$ cat src/rtl/mac_pkg.sv
// Shared constants for the multiply-accumulate datapath: default widths, the
// output shift and the per-packet term counter.
package mac_pkg;

  localparam int unsigned DefDw    = 16;
  localparam int unsigned DefCw    = 16;
  localparam int unsigned DefAccw  = 40;
  localparam int unsigned DefShift = 8;
  localparam int unsigned TermW    = 8;

  localparam logic [TermW-1:0] TermMax = '1;

  // Saturating increment: the term count sticks at its maximum, never wraps.
  function automatic logic [TermW-1:0] term_inc(input logic [TermW-1:0] cnt);
    return (cnt == TermMax) ? cnt : cnt + 1'b1;
  endfunction

endpackage

$ cat src/rtl/mac_shift_stage.sv
// Two-stage packetised multiply-accumulate: register the product, accumulate per
// packet, then present the arithmetically right-shifted sum with its term count.
module mac_shift_stage
  import mac_pkg::*;
#(
  parameter int unsigned DW    = DefDw,
  parameter int unsigned CW    = DefCw,
  parameter int unsigned ACCW  = DefAccw,
  parameter int unsigned SHIFT = DefShift
) (
  input  logic                         clk,
  input  logic                         rst,
  input  logic                         inValid,
  output logic                         inReady,
  input  logic signed [DW-1:0]         inSample,
  input  logic signed [CW-1:0]         inCoef,
  input  logic                         inLast,
  output logic                         outValid,
  input  logic                         outReady,
  output logic signed [ACCW-SHIFT-1:0] outValue,
  output logic [TermW-1:0]             outTerms
);

  localparam int unsigned PW = DW + CW;

  logic signed [PW-1:0]         sample_ext, coef_ext;
  logic signed [PW-1:0]         prod_q;
  logic                         prod_valid_q, prod_last_q;
  logic                         first_q;
  logic signed [ACCW-1:0]       acc_q, acc_d;
  logic [TermW-1:0]             term_q, term_d;
  logic                         out_valid_q;
  logic signed [ACCW-SHIFT-1:0] out_value_q;
  logic [TermW-1:0]             out_terms_q;
  logic                         adv;

  // A result held against backpressure stalls every stage.
  assign inReady  = ~(out_valid_q & ~outReady);
  assign adv      = prod_valid_q & inReady;

  assign outValid = out_valid_q;
  assign outValue = out_value_q;
  assign outTerms = out_terms_q;

  always_comb begin
    sample_ext = PW'(inSample);
    coef_ext   = PW'(inCoef);
    acc_d      = first_q ? ACCW'(prod_q) : acc_q + ACCW'(prod_q);
    term_d     = term_inc(term_q);
  end

  always_ff @(posedge clk) begin
    if (rst) begin
      prod_q       <= '0;
      prod_valid_q <= 1'b0;
      prod_last_q  <= 1'b0;
      acc_q        <= '0;
      term_q       <= '0;
      first_q      <= 1'b1;
      out_valid_q  <= 1'b0;
      out_value_q  <= '0;
      out_terms_q  <= '0;
    end else begin
      if (inReady) begin
        prod_q       <= sample_ext * coef_ext;
        prod_valid_q <= inValid;
        prod_last_q  <= inLast;
      end

      if (adv && prod_last_q) begin
        // Upper slice of the sum is the floor-rounded arithmetic shift.
        out_value_q <= acc_d[ACCW-1:SHIFT];
        out_terms_q <= term_d;
        out_valid_q <= 1'b1;
        acc_q       <= '0;
        term_q      <= '0;
        first_q     <= 1'b1;
      end else begin
        if (adv) begin
          acc_q   <= acc_d;
          term_q  <= term_d;
          first_q <= 1'b0;
        end
        if (out_valid_q && outReady) begin
          out_valid_q <= 1'b0;
        end
      end
    end
  end

endmodule

$ cat config.mk
export PLATFORM = sky130hd
export DESIGN_NAME = mac_shift_stage
export DESIGN_NICKNAME = d
export VERILOG_FILES = /design/src/rtl/mac_pkg.sv /design/src/rtl/mac_shift_stage.sv
export SDC_FILE = /design/constraint.sdc
export NUM_CORES = 1
export LEC_CHECK = 0
export ABC_AREA = 1
export BUFFER_PORTS_ARGS = -buffer_cell sky130_fd_sc_hd__buf_2
export CORE_MARGIN = 2
export CORE_UTILIZATION = 26
export CTS_BUF_LIST = sky130_fd_sc_hd__clkbuf_8
export DETAILED_ROUTE_END_ITERATION = 10
export GPL_ROUTABILITY_DRIVEN = 0
export SLEW_MARGIN = 20
export SYNTH_ARGS = -nofsm -noshare
export SYNTH_HDL_FRONTEND = slang
export SYNTH_SLANG_ARGS = --single-unit
$ cat constraint.sdc
create_clock -name clk -period 11.4 [get_ports clk]
set_clock_uncertainty 0.05 [all_clocks]
set_input_delay 1.14 -clock clk [delete_from_list [all_inputs] [get_ports clk]]
set_output_delay 1.14 -clock clk [all_outputs]
set_load 0.02 [all_outputs]
* Word level (Yosys, flattened, before mapping)
Index checks and enable logic that the tools add are counted.
Word-level totals: bits in registers 124, word-level logic and storage cells 25
Cells by class: bitwise operators 4, equality and inequality tests 1, reduce and logical (&&, ||, !) cells 4, mux-type cells 4, $mul 1, add/sub/neg operators 2
Operator list (number):
- $add A40 B32 Y40 | 1
- $mux W40 | 1
- $mul A16 B16 Y32 | 1
- $add A8 B1 Y8 const B | 1
- $eq A8 B8 Y1 const B | 1
- $mux W8 | 1
- $and A1 B1 Y1 | 2
- $logic_and A1 B1 Y1 | 2
- $mux W1 | 2
- $not A1 Y1 | 2
- $reduce_bool A2 Y1 | 1
- $reduce_or A2 Y1 | 1

* Logic depth before layout (Yosys ltp)
Gate-level depths: netlist of run 1.
depth in word-level cells 6, gate-level depth with buffers 30, depth with buffers taken out 28

* Worst setup path after synthesis of run 1
No wires, ideal clock.
kind in2reg, from input inCoef[5], to register prod_q[31], stages on the path 24, buffers on the path 2, slack 4.939 ns, setup time 0.109 ns, arrival 6.303 ns, cells stage by stage clkbuf_1 -> clkbuf_1 -> nand2_1 -> fa_1 -> inv_1 -> fa_1 -> inv_1 -> fa_1 -> fa_1 -> fa_1 -> fa_1 -> inv_1 -> ha_1 -> nand2_1 -> nor2_1 -> inv_1 -> nor3_1 -> nand2_1 -> nand4_1 -> inv_1 -> nand2_1 -> nand3_1 -> nand2_1 -> inv_1
On the way: cells in the longest elaborated chain, start to end 1
RTL lines:
- from (decl) | line mac_shift_stage.sv:16 | input logic signed [CW-1:0] inCoef,
- $mul A16 B16 Y32 | line mac_shift_stage.sv:65 | prod_q <= sample_ext * coef_ext;
- to (signal assigned) | line mac_shift_stage.sv:65
- to (decl) | line mac_shift_stage.sv:27 | logic signed [PW-1:0] prod_q;
No other way between the ends. A chain may end at the register's enable or synchronous reset.

* Final worst setup path of run 1
from input inCoef[1], to register prod_q[30]
Same word-level chain as after synthesis.

==> metrics.md, run 1 <==
| Metric | Value |
|---|---|
| Root Driver | clkbuf_8 |
| Core Area | 71900 um^2 |
| Slowest stage delay, CP | a little under 0.9 ns |
| Clock sinks | 124 |
| Post-Synth Adder-Cell Area | 0.358 |
| Pre-CTS WS | 4.33 ns |
| Final Hold Viols | 0 |
| All-Layer GR Usage | 0.143 |
| Synth Area in Compound Gates | 0.0797 |
| Tightest Hold Check Type | reg2reg |
| Slew HR | 0.365 |
| Post-synth ARST share | 0 |
| Filler Cell Count | around 8000 |
| Slew Viols, Final | 0 |
| Worst-Skew Late Latency | ~0.46 ns |
| Vias per cell | 4.40 |
| Largest family of logic cells by synthesized area | adder cells |
| Vias in the first global route | 16600 |
| Nature of the critical path endpoint | flip-flop |
| Final wirelength | 51900 um |
| Synth cell types | 48 |
| Largest net degree at the start of global routing | 74 |
| Antenna violations before repair | 1 |
| Cell Count, Final, Fillers Out | roughly 3700 |
| Max-cap violation count | 0 |
| RSZ-0062 raised after global routing | no |
| Area grow syn2layout | 8.48% |
| Yosys reg bits | 124 |
| Final nets | 3196 |
| Setup TNS | 0 ns |
| Syn nets | 3190 |
| Most frequent CP cell | fa_1 |
| Final worst slack | 4.75 ns |
| CP Buf/Inv Count | 6 |
| Crit-path max FO | 16 |
| Total grt overflow | 0 |
| Max Fclk | 0.150 GHz |
| # DRC | 0 |
| CTS tree | done |
| Initial drt markers | 989 |
| Die height | 274 um |
| CP Class | in2reg |
| Area of the mapped netlist | approximately 19000 um^2 |
| Part of the Yosys area used for sequential elements | 0.131 |
| Worst-Margin Slew | 0.949 ns |
| R2R cell count | 12 |
| Rows | 98 |
| First-pass GRT wire length | around 86000 um |
| XOR/XNOR Fraction of Synth Area | 0.0139 |
| Commonest non-fill, non-tap cell in the layout | nand2_1 |
| Mapped Cells | 2768 |
| Via count | 16400 |
| CP top delay family | adder cells |
| Period utilization | 0.583 |
| Fin crit period | 6.65 ns |
| EDFF count, synth | 0 |
| Worst EP arrival | 6.97 ns |
| Yosys warns | 0 |
| Max clock buf depth | 2 |
| Startpoint types | input port |
| Post-Synth Simple-Gate Area | 0.257 |
| Placed cell count | 3705 |
| Full die area | 75100 um^2 |
| Setup Buffers After CTS | 0 |
| Critical Path Slowest Stage Cell | fa_1 |
| Final setup fails | 0 |
| Syn_area_per_cell | 6.85 um^2 |
| Hold buffers post-CTS | 0 |
| H-tree levels | 4 |
| Worst-path cell chain | buf_2 -> nand2_1 -> inv_1 -> fa_1 -> fa_1 -> inv_1 -> fa_1 -> fa_1 -> fa_1 -> fa_1 -> inv_1 -> ha_1 -> nand2_1 -> nor2_1 -> inv_1 -> nor3_1 -> nand3_1 -> nand3_1 -> nand3_1 -> nand2_1 -> inv_1 |
| Initial Util | 0.264 |
| Post-synthesis mux area share | 0 |
| Most frequent cells in the layout | 758 x nand2_1, 691 x inv_1, 263 x fa_1 |
| Die Width | 274 um |
| Detail Route Antenna Nets | 0 |
| Post-cts resize count | 0 |
| Main flop type after synthesis | dfxtp_1 |
| Share of cells above drive strength 1 | 0.0581 |
| Detailed Place HPWL | 42500 um |
| Count of cells along the worst hold path | 2 |
| WL/cell | roughly 14 um |
| Ports | 79 |
| Status | completed |
| WP depth | 21 |
| TritonRoute pass-1 iters | 5 |
| Clock transition at path regs | ~0.080 ns |
| Buffers on Ports | 78 |
| Num CTS Buffers | 17 |
| Data required, critical path | 11.72 ns |
## sequential cells by signal, summed over array words and instances (netlist names)
register	flops
prod_valid_q	1
acc_q	40
outValid	1
outTerms	8
prod_q	32
first_q	1
outValue	32
term_q	8
prod_last_q	1
## worst reg2reg max path, stage by stage, from the launching register on
cell and delay (ns):
dfxtp_1 0.35, inv_1 0.10, nor2_4 0.09, nor2_8 0.09, buf_4 0.55, inv_2 0.57, nor2_4 0.18, buf_4 0.52
inv_2 0.37, nand2_2 0.79, inv_2 0.39, o21ai_0 0.19, a21oi_1 0.06
## final timing paths
check	start	end	slack, ns
worst min-delay path	outValue[29]	outValue[29]	0.40
worst max register to register	outValid	term_q[2]	6.95
worst max-delay path	inCoef[1]	prod_q[30]	4.75
worst min register to register	outValue[29]	outValue[29]	0.40
## per-layer routing
layer | vias up | wire length, um | global-route usage
met4 | 0 | 1520 | 0.0439
met3 | 84 | 2320 | 0.0187
met1 | 7761 | 23300 | 0.185
li1 | 8226 | - | -
met5 | - | 0 | 0
met2 | 365 | 24700 | 0.249
## kinds of logic after synthesis
group                    after synthesis
AND/OR/NAND/NOR                     1176
buffers and inverters                796
flip-flops                           124
AO/OA/AOI/OAI                        257
adder cells (fa/ha/maj)              385
XOR/XNOR                              30
## stage by stage
stage	instance area, um^2	hold slack, ns	util
floorplan	19000	0.395	-
global placement	20200	0.386	0.281
detailed placement	20200	0.388	0.281
CTS	20600	0.404	0.286
global route	20600	0.425	0.286
finish	20600	0.400	0.286
## final cells by class
class	instances	area, um^2	share of cell area
multi-input cells	1848	13400	0.654
clock buffers	18	248	0.0120
diodes	1	2.50	0.000122
inverters	700	2630	0.128
repair buffers	83	428	0.0208
clock inverters	13	143	0.00694
flip-flops and latches	124	2480	0.121
well taps	950	1190	0.0578
## synth_stat cells, drive strengths merged, types with 3 or more instances
cell / n / area, um^2
or2: 13 / 81.3
nand3b: 15 / 113
a22o: 3 / 26.3
o21a: 21 / 158
nor2: 200 / 807
fa: 263 / 5270
xnor2: 11 / 96.3
ha: 122 / 1530
buf: 20 / 110
a21oi: 91 / 478
nand4: 24 / 150
nand3: 142 / 736
nand2: 764 / 2880
o211ai: 14 / 105
xor2: 19 / 166
o21ai: 90 / 458
o21bai: 24 / 180
dfxtp: 124 / 2480
a21o: 4 / 30.0
nor3: 14 / 80.1
inv: 699 / 2620
clkbuf: 76 / 293
Power of run 1 is left out: the tool's default activity adds up to more than one toggle a clock period on the data nets, which glitch-free logic cannot reach.
==> inputs of run 2 (changes only) <==
Clock period 11.4 ns to 6.95 ns, I/O delays scaled along.
==> metrics.md, run 2 (synthesized netlist as in run 1, its figures left out) <==
| Metric | Value |
|---|---|
| Status | completed |
| Vias in the first global route | about 17000 |
| Root Driver | clkbuf_8 |
| Via count | 16600 |
| Crit-path max FO | 16 |
| Final setup fails | 0 |
| # DRC | 0 |
| Largest Register | acc_q |
| CTS tree | done |
| Worst EP arrival | 6.53 ns |
| Share of cells above drive strength 1 | 0.0605 |
| Rows | 98 |
| Setup Buffers After CTS | 0 |
| Startpoint types | input port |
| Nature of the critical path endpoint | flip-flop |
| R2R Setup Slk | a little over 4 ns |
| Critical Path Slowest Stage Cell | fa_1 |
| Final Hold Viols | 0 |
| Die height | about 270 um |
| Tightest Hold Check Type | reg2reg |
| Clock sinks | 124 |
| RSZ-0062 raised after global routing | no |
| Full die area | 75100 um^2 |
| Final nets | around 3200 |
| Cell Count, Final, Fillers Out | 3743 |
| Final wirelength | 52800 um |
| Most frequent CP cell | fa_1 |
| Period utilization | 0.895 |
| Data required, critical path | between 7 and 8 ns |
| Total grt overflow | 0 |
| Filler Cell Count | 7982 |
| WL/cell | around 14 um |
| H-tree levels | 4 |
| Initial drt markers | approximately 1000 |
| Core Area | 71900 um^2 |
| Largest net degree at the start of global routing | 73 |
| Most frequent cells in the layout | 758 x nand2_1, 691 x inv_1, 263 x fa_1 |
| Vias per cell | 4.43 |
| Slew HR | 0.405 |
| Hold buffers post-CTS | 0 |
| CP Class | in2reg |
| Max Fclk | 0.161 GHz |
| Detailed Place HPWL | 43300 um |
| Die Width | 274 um |
| Worst-path cell chain | buf_2 -> nand2_1 -> inv_1 -> fa_1 -> fa_1 -> inv_1 -> fa_1 -> fa_1 -> fa_1 -> fa_1 -> inv_1 -> ha_1 -> nand2_1 -> nor2_1 -> inv_1 -> nor3_1 -> nand3_1 -> nand3_1 -> nand3_1 -> nand2_1 -> inv_1 |
| Antenna violations before repair | 0 |
| TritonRoute pass-1 iters | 5 |
| Num CTS Buffers | 17 |
| Post-cts resize count | 0 |
| Slowest stage delay, CP | 0.88 ns |
| Setup TNS | 0 ns |
| Clock transition at path regs | 0.08 ns |
| Ports | 79 |
| Worst-Skew Late Latency | 0.46 ns |
| Area grow syn2layout | 8.74% |
| Fin crit period | 6.22 ns |
| Antenna diodes | 0 |
| Initial Util | 0.264 |
| Max-cap violation count | 0 |
| Max clock buf depth | 2 |
| First-pass GRT wire length | between 80000 and 90000 um |
| Detail Route Antenna Nets | 0 |
| Slew Viols, Final | 0 |
| All-Layer GR Usage | 0.147 |
| Worst-Margin Slew | 0.890 ns |
| Commonest non-fill, non-tap cell in the layout | nand2_1 |
| Buffers on Ports | 78 |
| Largest register FFs | 40 |
| Placed cell count | approximately 3700 |
==> run 2: cell types whose count changed in the layout (fill, tap and decap cells not counted), sizes merged <==
cell,before,now
buf,83,90
diode,1,0
==> run 2: worst paths after layout <==
| check | endpoint | from | cells after the start |
|---|---|---|---|
| worst max-delay path | prod_q[30] | inSample[15] | 21 |
| worst min-delay path | outValue[30] | outValue[30] | 2 |
| worst max register to register | outValue[14] | prod_q[0] | 17 |
| worst min register to register | outValue[30] | outValue[30] | 2 |
==> run 2: cell type report <==
class | count | area [um^2] | share of cell area
Clock buffer | 18 | 248 | 0.0120
Clock inverter | 13 | 143 | 0.00692
Inverter | 700 | 2630 | 0.127
Multi-Input combinational cell | 1848 | 13400 | 0.652
Sequential cell | 124 | 2480 | 0.120
Tap cell | 950 | 1190 | 0.0577
Timing Repair Buffer | 90 | 480 | 0.0233
==> run 2: critical path: cells and delay by family <==
family,cells,cell delay [ns]
adders and majority gates,7,3.81
buffers and inverters,6,0.70
and+or+nand+nor,8,1.32
==> run 2: routing by layer <==
metal	vias to the layer above	global-route usage	share of wire
met5	-	0	0
met4	0	0.0479	0.031
met3	89	0.0225	0.051
met2	407	0.256	0.48
met1	7857	0.184	0.44
li1	8221	-	-
==> run 2: stage by stage <==
step                      cell area [um^2]  worst slack (ns)  hold slack, ns  utilization
after global placement               20200             0.368           0.389        0.281
after CTS                            20600             0.820           0.407        0.287
after floorplan                      19000             0.934           0.395            -
after global routing                 20600             0.448           0.414        0.287
after detailed placement             20200             0.336           0.392        0.281
final                                20600             0.733           0.403        0.287
Power of run 2 is left out for the same reason.
